### src/rtl/ir_pkg.sv
// Shared types and defaults for the IR carrier path (sequencer and carrier generator).
package ir_pkg;

    localparam int IR_WIDTH = 8;

    typedef enum logic [1:0] {
        IDLE  = 2'd0,
        RUN   = 2'd1,
        DRAIN = 2'd2
    } ir_state_t;

endpackage

### src/rtl/ir_shadow_reg.sv
// Double-buffered period/duty: shadow capture, pending flag and the apply mux
// that moves new settings into the active registers only at an apply point.
module ir_shadow_reg
    import ir_pkg::*;
#(
    parameter int WIDTH = IR_WIDTH
) (
    input  logic             clk,
    input  logic             rst,
    input  logic             update,
    input  logic             apply,
    input  logic [WIDTH-1:0] period,
    input  logic [WIDTH-1:0] duty,
    output logic [WIDTH-1:0] active_period,
    output logic [WIDTH-1:0] next_period,
    output logic [WIDTH-1:0] next_duty
);

    logic [WIDTH-1:0] active_duty;
    logic [WIDTH-1:0] shadow_period;
    logic [WIDTH-1:0] shadow_duty;
    logic             pending;

    // A strobe on the apply cycle itself bypasses the shadow so it lands one period earlier.
    always_comb begin
        // NOTE: defaults first so every path assigns both outputs and no latch is inferred.
        next_period = active_period;
        next_duty   = active_duty;
        if (apply) begin
            if (update) begin
                next_period = period;
                next_duty   = duty;
            end else if (pending) begin
                next_period = shadow_period;
                next_duty   = shadow_duty;
            end
        end
    end

    always_ff @(posedge clk) begin
        if (rst) begin
            active_period <= '0;
            active_duty   <= '0;
            shadow_period <= '0;
            shadow_duty   <= '0;
            pending       <= 1'b0;
        end else begin
            // NOTE: non-blocking assignments so all registers update from pre-edge values.
            active_period <= next_period;
            active_duty   <= next_duty;
            if (update) begin
                shadow_period <= period;
                shadow_duty   <= duty;
            end
            if (apply) begin
                pending <= 1'b0;
            end else if (update) begin
                pending <= 1'b1;
            end
        end
    end

endmodule

### src/rtl/ir_carrier_pwm.sv
// Glitch-free PWM carrier: period/duty change only on period boundaries, with an
// optional drain phase that lets the current period finish after enable drops.
module ir_carrier_pwm
    import ir_pkg::*;
#(
    parameter int WIDTH         = IR_WIDTH,
    parameter bit FINISH_PERIOD = 1'b1
) (
    input  logic             clock_in,
    input  logic             reset_in,
    input  logic             enable_in,
    input  logic [WIDTH-1:0] period_in,
    input  logic [WIDTH-1:0] duty_in,
    input  logic             update_in,
    output logic             pwm_out,
    output logic             period_end_out,
    output logic             busy_out
);

    ir_state_t        state;
    ir_state_t        state_next;
    logic [WIDTH-1:0] count;
    logic [WIDTH-1:0] count_next;
    logic [WIDTH-1:0] active_period;
    logic [WIDTH-1:0] next_period;
    logic [WIDTH-1:0] next_duty;
    logic             boundary;
    logic             apply;
    logic             pwm_next;
    logic             period_end_next;

    assign boundary = (state != IDLE) && (count == active_period);
    assign apply    = (state == IDLE) || boundary;
    assign busy_out = (state != IDLE);

    ir_shadow_reg #(.WIDTH(WIDTH)) u_shadow (
        .clk           (clock_in),
        .rst           (reset_in),
        .update        (update_in),
        .apply         (apply),
        .period        (period_in),
        .duty          (duty_in),
        .active_period (active_period),
        .next_period   (next_period),
        .next_duty     (next_duty)
    );

    always_ff @(posedge clock_in) begin
        if (reset_in) begin
            state          <= IDLE;
            count          <= '0;
            pwm_out        <= 1'b0;
            period_end_out <= 1'b0;
        end else begin
            state          <= state_next;
            count          <= count_next;
            pwm_out        <= pwm_next;
            period_end_out <= period_end_next;
        end
    end

    // RUN and DRAIN share transitions; DRAIN only records that enable has dropped.
    always_comb begin
        state_next = state;
        case (state)
            IDLE:       state_next = enable_in ? RUN : IDLE;
            RUN, DRAIN: begin
                if (enable_in) begin
                    state_next = RUN;
                end else if (!FINISH_PERIOD || boundary) begin
                    state_next = IDLE;
                end else begin
                    state_next = DRAIN;
                end
            end
            default:    state_next = IDLE;
        endcase
    end

    // Outputs are registered from the post-edge counter and settings, so pwm_out
    // always reflects the period position it is labelled with.
    always_comb begin
        count_next      = '0;
        pwm_next        = 1'b0;
        period_end_next = 1'b0;
        if (state_next != IDLE) begin
            count_next      = apply ? '0 : count + WIDTH'(1);
            pwm_next        = (count_next < next_duty);
            period_end_next = (count_next == next_period);
        end
    end

endmodule

### config.mk
export PLATFORM = sky130hd
export DESIGN_NAME = ir_carrier_pwm
export DESIGN_NICKNAME = d
export VERILOG_FILES = /design/src/rtl/ir_pkg.sv /design/src/rtl/ir_shadow_reg.sv /design/src/rtl/ir_carrier_pwm.sv
export SDC_FILE = /design/constraint.sdc
export NUM_CORES = 1
export LEC_CHECK = 0
export ABC_CLOCK_PERIOD_IN_PS = 4400
export CAP_MARGIN = 20
export CELL_PAD_IN_SITES_DETAIL_PLACEMENT = 1
export CELL_PAD_IN_SITES_GLOBAL_PLACEMENT = 1
export CORE_ASPECT_RATIO = 0.5
export CORE_UTILIZATION = 29
export DETAILED_ROUTE_END_ITERATION = 7
export GPL_ROUTABILITY_DRIVEN = 0
export PLACE_DENSITY_LB_ADDON = 0.12
export REMOVE_ABC_BUFFERS = 1
export SLEW_MARGIN = 20
export SYNTH_ARGS = -nofsm -noshare
export SYNTH_HDL_FRONTEND = slang
export SYNTH_HIERARCHICAL = 1
export SYNTH_SLANG_ARGS = --single-unit
### constraint.sdc
create_clock -name clock_in -period 4.4 [get_ports clock_in]
set_clock_uncertainty 0.15 [all_clocks]
set_input_delay 0.88 -clock clock_in [delete_from_list [all_inputs] [get_ports clock_in]]
set_output_delay 0.88 -clock clock_in [all_outputs]
set_load 0.1 [all_outputs]
==> results of run 1 <==
[sequential cells by signal, summed over array words and instances, names as in the netlist]
register,flops
u_shadow/active_period,8
period_end_out,1
pwm_out,1
count,8
state,2
u_shadow/shadow_duty,8
u_shadow/active_duty,8
u_shadow/shadow_period,8
u_shadow/pending,1
[per-stage QoR]
step	power [µW]	instance area, µm²	hold WS, ns	setup slack (ns)
3_5_place_dp	725.6	2839	0.3439	0.5618
6_report	1171	3015	0.3491	0.7609
5_1_grt	1235	3015	0.3910	0.4989
3_3_place_gp	717.7	2839	0.3323	0.7104
2_1_floorplan	635.5	2426	0.3105	0.9560
4_1_cts	1190	3015	0.3608	0.7285
[placed cells by master (no fill, tap or decap), types with 3 or more instances in the layout]
cell type | synthesis | layout
o22ai_1 | 16 | 16
nor2_1 | 52 | 52
clkbuf_16 | 0 | 5
nor3_1 | 19 | 19
a21oi_1 | 7 | 7
dfxtp_1 | 45 | 45
ha_1 | 10 | 10
nand4_1 | 3 | 3
clkdlybuf4s50_1 | 0 | 22
buf_4 | 3 | 7
o32ai_1 | 6 | 6
mux2i_1 | 16 | 16
o32ai_2 | 10 | 10
inv_1 | 13 | 13
o21ai_0 | 5 | 5
nand2_1 | 5 | 5
nand3_1 | 5 | 5
xor2_1 | 12 | 12
or3_1 | 3 | 3
[path summary, 6_finish.rpt]
path,to,cells after the start
max reg2reg,pwm_out,14
max,pwm_out,14
min,u_shadow/shadow_duty[2],2
min reg2reg,u_shadow/shadow_duty[2],2
[kinds of logic (layout without fill, tap and decap cells)]
group / after synthesis / count (layout) / synth area share
muxes: 16 / 16 / 0.06265
AOI/OAI and AO/OA: 56 / 56 / 0.1894
and+or+nand+nor: 105 / 105 / 0.2095
xor gates and xnor gates: 16 / 16 / 0.06559
DFF: 45 / 45 / 0.3524
adders and majority gates: 10 / 10 / 0.04895
buffers and inverters: 32 / 51 / 0.07146
[synth_stat cells (all sizes together)]
library cell and instances:
nor2 52, dfxtp 45, nor3 19, mux2i 16, o22ai 16, o32ai 16, inv 14, buf 13
xor2 12, ha 10, a21oi 8, clkbuf 5, nand2 5, nand3 5, o21ai 5, nand4 3
or3 3, a211o 2, a211oi 2, a21o 2, and2 2, and3 2, nand3b 2, nor4 2
nor4b 2, nor4bb 2, xnor2 2, xnor3 2, a2111oi 1, and4b 1, nand2b 1, nand4b 1
nor2b 1, nor3b 1, o211a 1, o31a 1, o31ai 1, o32a 1, or2 1
[layer usage]
metal | part of all wire | track usage | vias up | wire length [µm]
met5 | 0 | 0 | - | 0
met4 | 0.012 | 0.05618 | 0 | 85
met3 | 0.036 | 0.04000 | 8 | 248
met2 | 0.41 | 0.2506 | 24 | 2848
met1 | 0.54 | 0.2301 | 1004 | 3696
li1 | - | - | 1049 | -
[critical path: stages, from the launching register on]
cell and delay (ns):
dfxtp_1 0.37, xor2_1 0.19, nor4_2 0.44, a21oi_4 0.17
inv_2 0.23, inv_1 0.24, buf_4 0.26, o32ai_1 0.35
nor2_1 0.10, inv_1 0.07, ha_1 0.24, a21oi_1 0.15
nor2_1 0.05, a2111oi_0 0.36, o31a_1 0.21
[layout make-up]
class / count / area, µm²
clock buffers: 6 / 138.9
clock inverters: 2 / 37.54
fillers: 948 / 5244
inverters: 14 / 52.55
multi-input cells: 203 / 1473
flip-flops and latches: 45 / 900.9
well taps: 112 / 140.1
repair buffers: 29 / 272.8
[power by group through the flow]
stage | combinational (µW) | clock, µW | sequential (µW)
final | 256 | 456 | 458
after global routing | 284 | 489 | 462
after CTS | 259 | 473 | 458
after detailed placement | 258 | 0 | 467
after global placement | 251 | 0 | 467
after floorplan | 166 | 0 | 470
==> metrics.yaml, run 1 <==
syn_to_final_growth_pct: 17.96
yosysWarnings: 6
wl_um: 6880
nets: 328
synth_area_per_cell_um2: 9.129
synth_cells: 280
io-pin-count: 23
ctsResizeCount: 0
antenna_cells: 0
finalSetupTns_ns: 0
post-cts-setup-buffers: 0
p_sw_frac: 0.2945
power_switching_uw: 344.7
rsz0062_at_grt: "no"
start_util: 0.3095
ys_ff_latch: 45
row_count: 23
start_kind: "register"
p_int_uw: 825.9
netlist.area_leader.share: 0.3524
design.die.area_um2: 9217
portBuffers: 22
grt-ovfl-total: 0
seqPwrFrac: 0.391
setup_viol: 0
yosys.area.top_type: "dfxtp_1"
dpl.hpwl_um: 5196
ant_nets: 0
drv_cap: 0
grt_pass1_wl_um: 11210
cp-end-kind: "register"
reg2reg_slack_ns: 0.76
p_clk_frac: 0.390
cts_tree: "built"
clock.fmax_mhz: 274.8
core_um2: 8259
drive_gt1_frac: 0.1070
critPathRequiredTime_ns: 4.49
cts_htree_levels: 2
syn_area_um2: 2556
drv_slew: 0
hp-class: "reg -> reg"
drt_iter0_drc: 62
min_period_ns: 3.639
fin_cells: 411
powerDensity_nw_per_um2: 388.2
cts_buffers: 5
slew_headroom: 0.3516
die_w_um: 134.8
cts-root-buf: "clkbuf_16"
avgRoutedWirePerCell_um: 16.74
grt_max_degree: 36
antenna_found_initial: 0
path_clk_slew_ns: 0.07
dr_total_vias: 2085
placedCellCount: 403
worstPathMaxFanout: 10
tightest_slew_ns: 0.9695
leakage_uw: 0.001226
fp.dieH_um: 68.39
ys_seq_area_frac: 0.3524
cts.sinks: 45
final_util: 0.3651
synthTopCellsByArea: "dfxtp_1 35%, nor2_1 7.6%, o32ai_2 6.4%"
synth.distinct_cells: 47
max-vdd-ir-drop_mv: 0.2049
combPwrFrac: 0.219
first_pass_iters: 4
clk_path_buf_depth: 2
vias_per_cell: 5.073
crit_start: "count[2]"
worstSetupPathType: "reg -> reg"
clk_latency_ns: 0.29
cp.arrival_ns: 3.73
status: "finished, final reports clean"
grt_pass1_vias: 2071
finalCritPeriodShare: 0.8271
r2r-start: "count[2]"
hold_buffers: 0
hold_viol_final: 0
grtUsageTotal: 0.1656
drc: 0
hp-start: "u_shadow/shadow_duty[2]"
(Power assumes the default switching activity.)
==> run 2: changes to the inputs <==
- ABC_CLOCK_PERIOD_IN_PS: 4400 -> 3100
- clock period: 4.4 -> 3.1 ns (I/O delays scaled with it)
==> run 2 against run 1 <==
Compared with the run above:
- sequential power increased by 44%
- non-clock buffer count increased by 41
- clock power increased by 20%
- combinational power increased by 120%
- largest cell class unchanged
- critical endpoint unchanged
- maximum frequency increased by 22%
- worst setup slack got worse by 0.64 ns
==> metrics.yaml, run 2 (same netlist as run 1, synthesis figures left out) <==
status: "finished, final reports clean"
cts_tree: "built"
worstPathMaxFanout: 5  # -5
cp-end-kind: "register"
drive_gt1_frac: 0.3441  # +0.2371
fp.dieH_um: 68.39  # unchanged
avgRoutedWirePerCell_um: 18.52  # +11%
antenna_cells: 0  # unchanged
clock.fmax_mhz: 335.4  # +22%
clk_latency_ns: 0.29  # about the same
critPathRequiredTime_ns: 3.18  # -1.31 ns
drc: 0  # unchanged
vias_per_cell: 5.080  # +0.13%
hold_buffers: 0  # unchanged
core_um2: 8259  # unchanged
wl_um: 8369  # +22%
first_pass_iters: 4  # unchanged
cts_htree_levels: 2  # unchanged
cts_buffers: 5  # unchanged
nets: 369  # +13%
grtUsageTotal: 0.1767  # +0.01107
row_count: 23  # unchanged
portBuffers: 22  # unchanged
slew_headroom: 0.5576  # +0.2060
fin_area_um2: 3732  # +24%
io-pin-count: 23  # unchanged
leakage_uw: 0.001496  # +22%
grt_pass1_wl_um: 12070  # +7.6%
final_common_cell: "nor2_1"
tightest_slew_ns: 0.6580  # -0.3115 ns
mostFrequentLayoutCells: "47 x nor2_1, 44 x buf_4, 33 x dfxtp_1"
max-vdd-ir-drop_mv: 0.2661  # +30%
grt_max_degree: 35  # -2.8%
cts.sinks: 45  # unchanged
hp-class: "reg -> reg"
place_area_um2: 3114  # +9.7%
power_uw: 1769  # +51%
cp.arrival_ns: 3.07  # -0.66 ns
antenna_found_initial: 0  # unchanged
design.die.area_um2: 9217  # unchanged
hold_viol_final: 0  # unchanged
powerDensity_nw_per_um2: 474.0  # +22%
finalCritPeriodShare: 0.9619  # +0.1348
ant_nets: 0  # unchanged
path_clk_slew_ns: 0.07  # about the same
start_kind: "register"
finalSetupTns_ns: 0  # unchanged
syn_to_final_growth_pct: 46.01
setup_viol: 0  # unchanged
start_util: 0.3095  # unchanged
grt_pass1_vias: 2254  # +8.8%
drt_iter0_drc: 96  # +55%
worstSetupPathType: "reg -> reg"
clk_path_buf_depth: 2  # unchanged
preCtsSetupSlack_ns: -0.2934  # -0.8552 ns
dr_total_vias: 2296  # +10%
cts-root-buf: "clkbuf_16"
grt-ovfl-total: 0  # unchanged
min_period_ns: 2.982  # -0.6573 ns
drv_cap: 0  # unchanged
die_w_um: 134.8  # unchanged
dpl.hpwl_um: 5850  # +13%
fin_ws_ns: 0.1181  # -0.6427 ns
final_util: 0.4519  # +0.08681
drv_slew: 0  # unchanged
==> run 2: cell types whose count changed in the layout (fill, tap and decap cells not counted), sizes merged <==
| cell | before | now |
|---|---|---|
| bufinv | 1 | 0 |
| clkbuf | 6 | 8 |
| clkinvlp | 1 | 2 |
| clkinv | 0 | 1 |
| inv | 14 | 13 |
| buf | 7 | 49 |
| clkdlybuf4s50 | 22 | 19 |
==> run 2: worst max-delay path, stage by stage, from the launching register on <==
cell and delay [ns]:
dfxtp_4 0.38, xor2_1 0.17, nor4_2 0.07, buf_4 0.14, a21oi_4 0.19, clkinv_4 0.13
buf_6 0.16, nand2_8 0.09, buf_12 0.13, o22ai_2 0.08, nor2_1 0.10, inv_1 0.05
ha_1 0.19, a21o_1 0.16, a21o_1 0.16, a2111oi_2 0.36, o31a_1 0.21
==> run 2: final timing paths <==
kind              cells past startpoint  slack [ns]                 endpoint                      start
hold / removal                        2        0.37  u_shadow/shadow_duty[2]    u_shadow/shadow_duty[2]
setup / recovery                     16        0.12                  pwm_out  u_shadow/active_period[2]
setup reg to reg                     16        0.12                  pwm_out  u_shadow/active_period[2]
hold reg to reg                       2        0.37  u_shadow/shadow_duty[2]    u_shadow/shadow_duty[2]
==> run 2: routing by layer <==
layer  up-vias  track usage  routed length [µm]
met3         8      0.03704                 356
met4         0      0.04916                  85
li1       1137            -                   -
met5         -            0                   0
met1      1122       0.2565                4276
met2        29       0.2610                3651
==> run 2: through the flow <==
step,std cells,hold WS [ns]
finish,452,0.3667
global route,452,0.4016
CTS,447,0.3659
detailed placement,439,0.3481
global placement,439,0.3356
floorplan,262,0.3105
==> run 2: where the power goes <==
part           leakage [µW]  total, µW  internal (µW)  switching, µW
clock network     0.0000631        545            300            245
registers          0.000375        660            620           39.8
logic               0.00106        565            271            294
==> run 2: repair_timing <==
action,in CTS,in global routing
gates cloned,0,2
setup endpoints to repair,2,2
setup buffers,0,4
gates resized for setup,15,59
pin swaps,1,31
==> run 2: final cells by class <==
cell class	instances	area (µm²)
clock inverter	2	15.01
timing repair buffer	70	648.1
tap	112	140.1
inverter	14	60.06
fill	921	4527
clock buffer	6	128.9
multi-input combinational	203	1819
sequential	45	920.9
==> run 3: changes to the inputs <==
- CORE_UTILIZATION: 29 -> 25
- GPL_ROUTABILITY_DRIVEN: 0 -> not set
- SLEW_MARGIN: 20 -> 0
==> run 3 against run 2 <==
Compared with the run above:
- routed wire length fell by 3.6%
- global-route usage fell by 1.5 points
- design area fell by 6.0%
- core utilization fell by 9.0 points
- count of clock-buffer cells in the layout rose by 1
- clock power rose by 6.2%
- via count rose by 0.30%
- power fell by 2.4%
- die area rose by 16%
- largest cell class unchanged
==> metrics.yaml, run 3 (same netlist as run 1, synthesis figures left out) <==
start_kind: "input pin"
design.die.area_um2: 10660  # +16%
dr_total_vias: 2303  # +0.30%
portBuffers: 22  # unchanged
final_common_cell: "nor2_1"
drive_gt1_frac: 0.2645  # -0.07958
min_period_ns: 3.030  # +0.04800 ns
cp.arrival_ns: 3.09  # +0.02 ns
preCtsSetupSlack_ns: -0.2047  # +0.08873 ns
row_count: 25  # +8.7%
finalSetupTns_ns: 0  # unchanged
max-vdd-ir-drop_mv: 0.1846  # -31%
antenna_cells: 0  # unchanged
powerDensity_nw_per_um2: 492.3  # +3.9%
reg2reg_slack_ns: 0.07  # -0.05 ns
mostFrequentLayoutCells: "51 x nor2_1, 50 x buf_4, 42 x dfxtp_1"
fin_area_um2: 3507  # -6.0%
finalCritPeriodShare: 0.9774  # +0.01548
hp-start: "u_shadow/shadow_duty[2]"
clk_path_buf_depth: 2  # unchanged
slew_headroom: 0.4174  # -0.1402
clock.fmax_mhz: 330.0  # -1.6%
path_cells: "clkdlybuf4s50_1, or2_1, buf_4, buf_4, o32ai_4, nor2_2, xor2_1, and3_1, o21ai_0, a21oi_1, nor4b_2"
cp_num_buf_inv: 3  # -2
tightest_slew_ns: 0.8664  # +0.2085 ns
reg2reg_to: "pwm_out"
fp.dieH_um: 73.50  # +7.5%
hp-class: "reg -> reg"
cp-end-kind: "register"
fin_ws_ns: 0.07014  # -0.04800 ns
drv_cap: 0  # unchanged
cts.sinks: 45  # unchanged
leakage_uw: 0.001464  # -2.2%
io-pin-count: 23  # unchanged
first_pass_iters: 4  # unchanged
drv_slew: 0  # unchanged
grt_max_degree: 35  # unchanged
r2r-start: "u_shadow/active_period[4]"
status: "finished, final reports clean"
hold_viol_final: 0  # unchanged
whs_path_depth: 2  # unchanged
grt_pass1_vias: 2477  # +9.9%
final_util: 0.3617  # -0.09022
fillCellCount: 1122  # +22%
cts_tree: "built"
critical_path.top_delay_family: "simple AND/OR/NAND/NOR gates"
gp_congestion: 0.8016
drt_iter0_drc: 59  # -39%
clk_latency_ns: 0.29  # about the same
worstHoldEndpoint: "u_shadow/shadow_duty[2]"
dpl.hpwl_um: 6093  # +4.2%
worstRegToRegCells: 15  # -1
cts_htree_levels: 2  # unchanged
setup_viol: 0  # unchanged
cts-root-buf: "clkbuf_16"
nets: 373  # +1.1%
place_area_um2: 3161  # +1.5%
antenna_found_initial: 0  # unchanged
start_util: 0.2636  # -0.04589
syn_to_final_growth_pct: 37.20
ant_nets: 0  # unchanged
worstSetupPathType: "in -> reg"
crit_top_cell: "buf_4"
core_um2: 9697  # +17%
slowest_delay_ns: 0.56  # +0.18 ns
path_clk_slew_ns: 0.07  # about the same
worstPathMaxFanout: 6  # +1
rsz0062_at_grt: "yes"
wl_um: 8065  # -3.6%
drc: 0  # unchanged
seq_area_um2: 904.6  # -1.8%
grtUsageTotal: 0.1619  # -0.01476
grt-ovfl-total: 0  # unchanged
vias_per_cell: 4.808  # -5.3%
critPathRequiredTime_ns: 3.16  # -0.02 ns
multiInputGateArea_um2: 1587  # -13%
holdWs_ns: 0.3598  # -0.006855 ns
cts_buffers: 5  # unchanged
avgRoutedWirePerCell_um: 16.84  # -9.1%
grt_pass1_wl_um: 12970  # +7.4%
crit_slowest_cell: "clkdlybuf4s50_1"
die_w_um: 145  # +7.6%
run 3: tightest hold or removal path, stage by stage, from the launching register on:
cell	delay (ns)
dfxtp_1	0.34
mux2i_1	0.07
nor2_1	0.07
run 3: layout make-up:
class | count | share of cell area
Sequential cell | 45 | 0.2579
Timing Repair Buffer | 74 | 0.1798
Tap cell | 135 | 0.04816
Multi-Input combinational cell | 203 | 0.4524
Inverter | 14 | 0.01677
Clock buffer | 7 | 0.04352
Clock inverter | 1 | 0.001427
run 3: what timing repair did:
item | 4_1_cts | 5_1_grt
gates resized for setup | 12 | 11
hold buffers | 0 | 0
setup endpoints to repair | 1 | 2
cloned | 0 | 0
pin swaps | 3 | 13
setup buffers | 3 | 3
run 3: power by group:
| part | internal, µW | switching, µW |
|---|---|---|
| Combinational | 236 | 258 |
| Sequential | 620 | 34.1 |
| Clock | 342 | 237 |
| Total | 1200 | 529 |
run 3: worst max path at each step:
stage / end / start / slack (ns) / cells after the start
2_1_floorplan: pwm_out / count[0] / -0.34 / 13
3_3_place_gp: period_end_out / update_in / -0.17 / 11
3_5_place_dp: pwm_out / update_in / -0.20 / 11
4_1_cts: pwm_out / count[3] / -0.001 / 14
5_1_grt: pwm_out / u_shadow/active_period[4] / -0.09 / 15
6_report: period_end_out / update_in / 0.07 / 11
run 3: per-layer routing:
layer	wire length, µm	vias up	global-route usage
met2	3446	29	0.2575
met3	215	12	0.03602
li1	-	1141	-
met5	0	-	0
met4	129	0	0.05792
met1	4274	1121	0.2173
run 3: per-stage QoR:
stage	cells	power [µW]
2_1_floorplan	262	902.0
3_3_place_gp	466	1092
5_1_grt	479	1815
4_1_cts	477	1714
3_5_place_dp	466	1104
6_report	479	1727
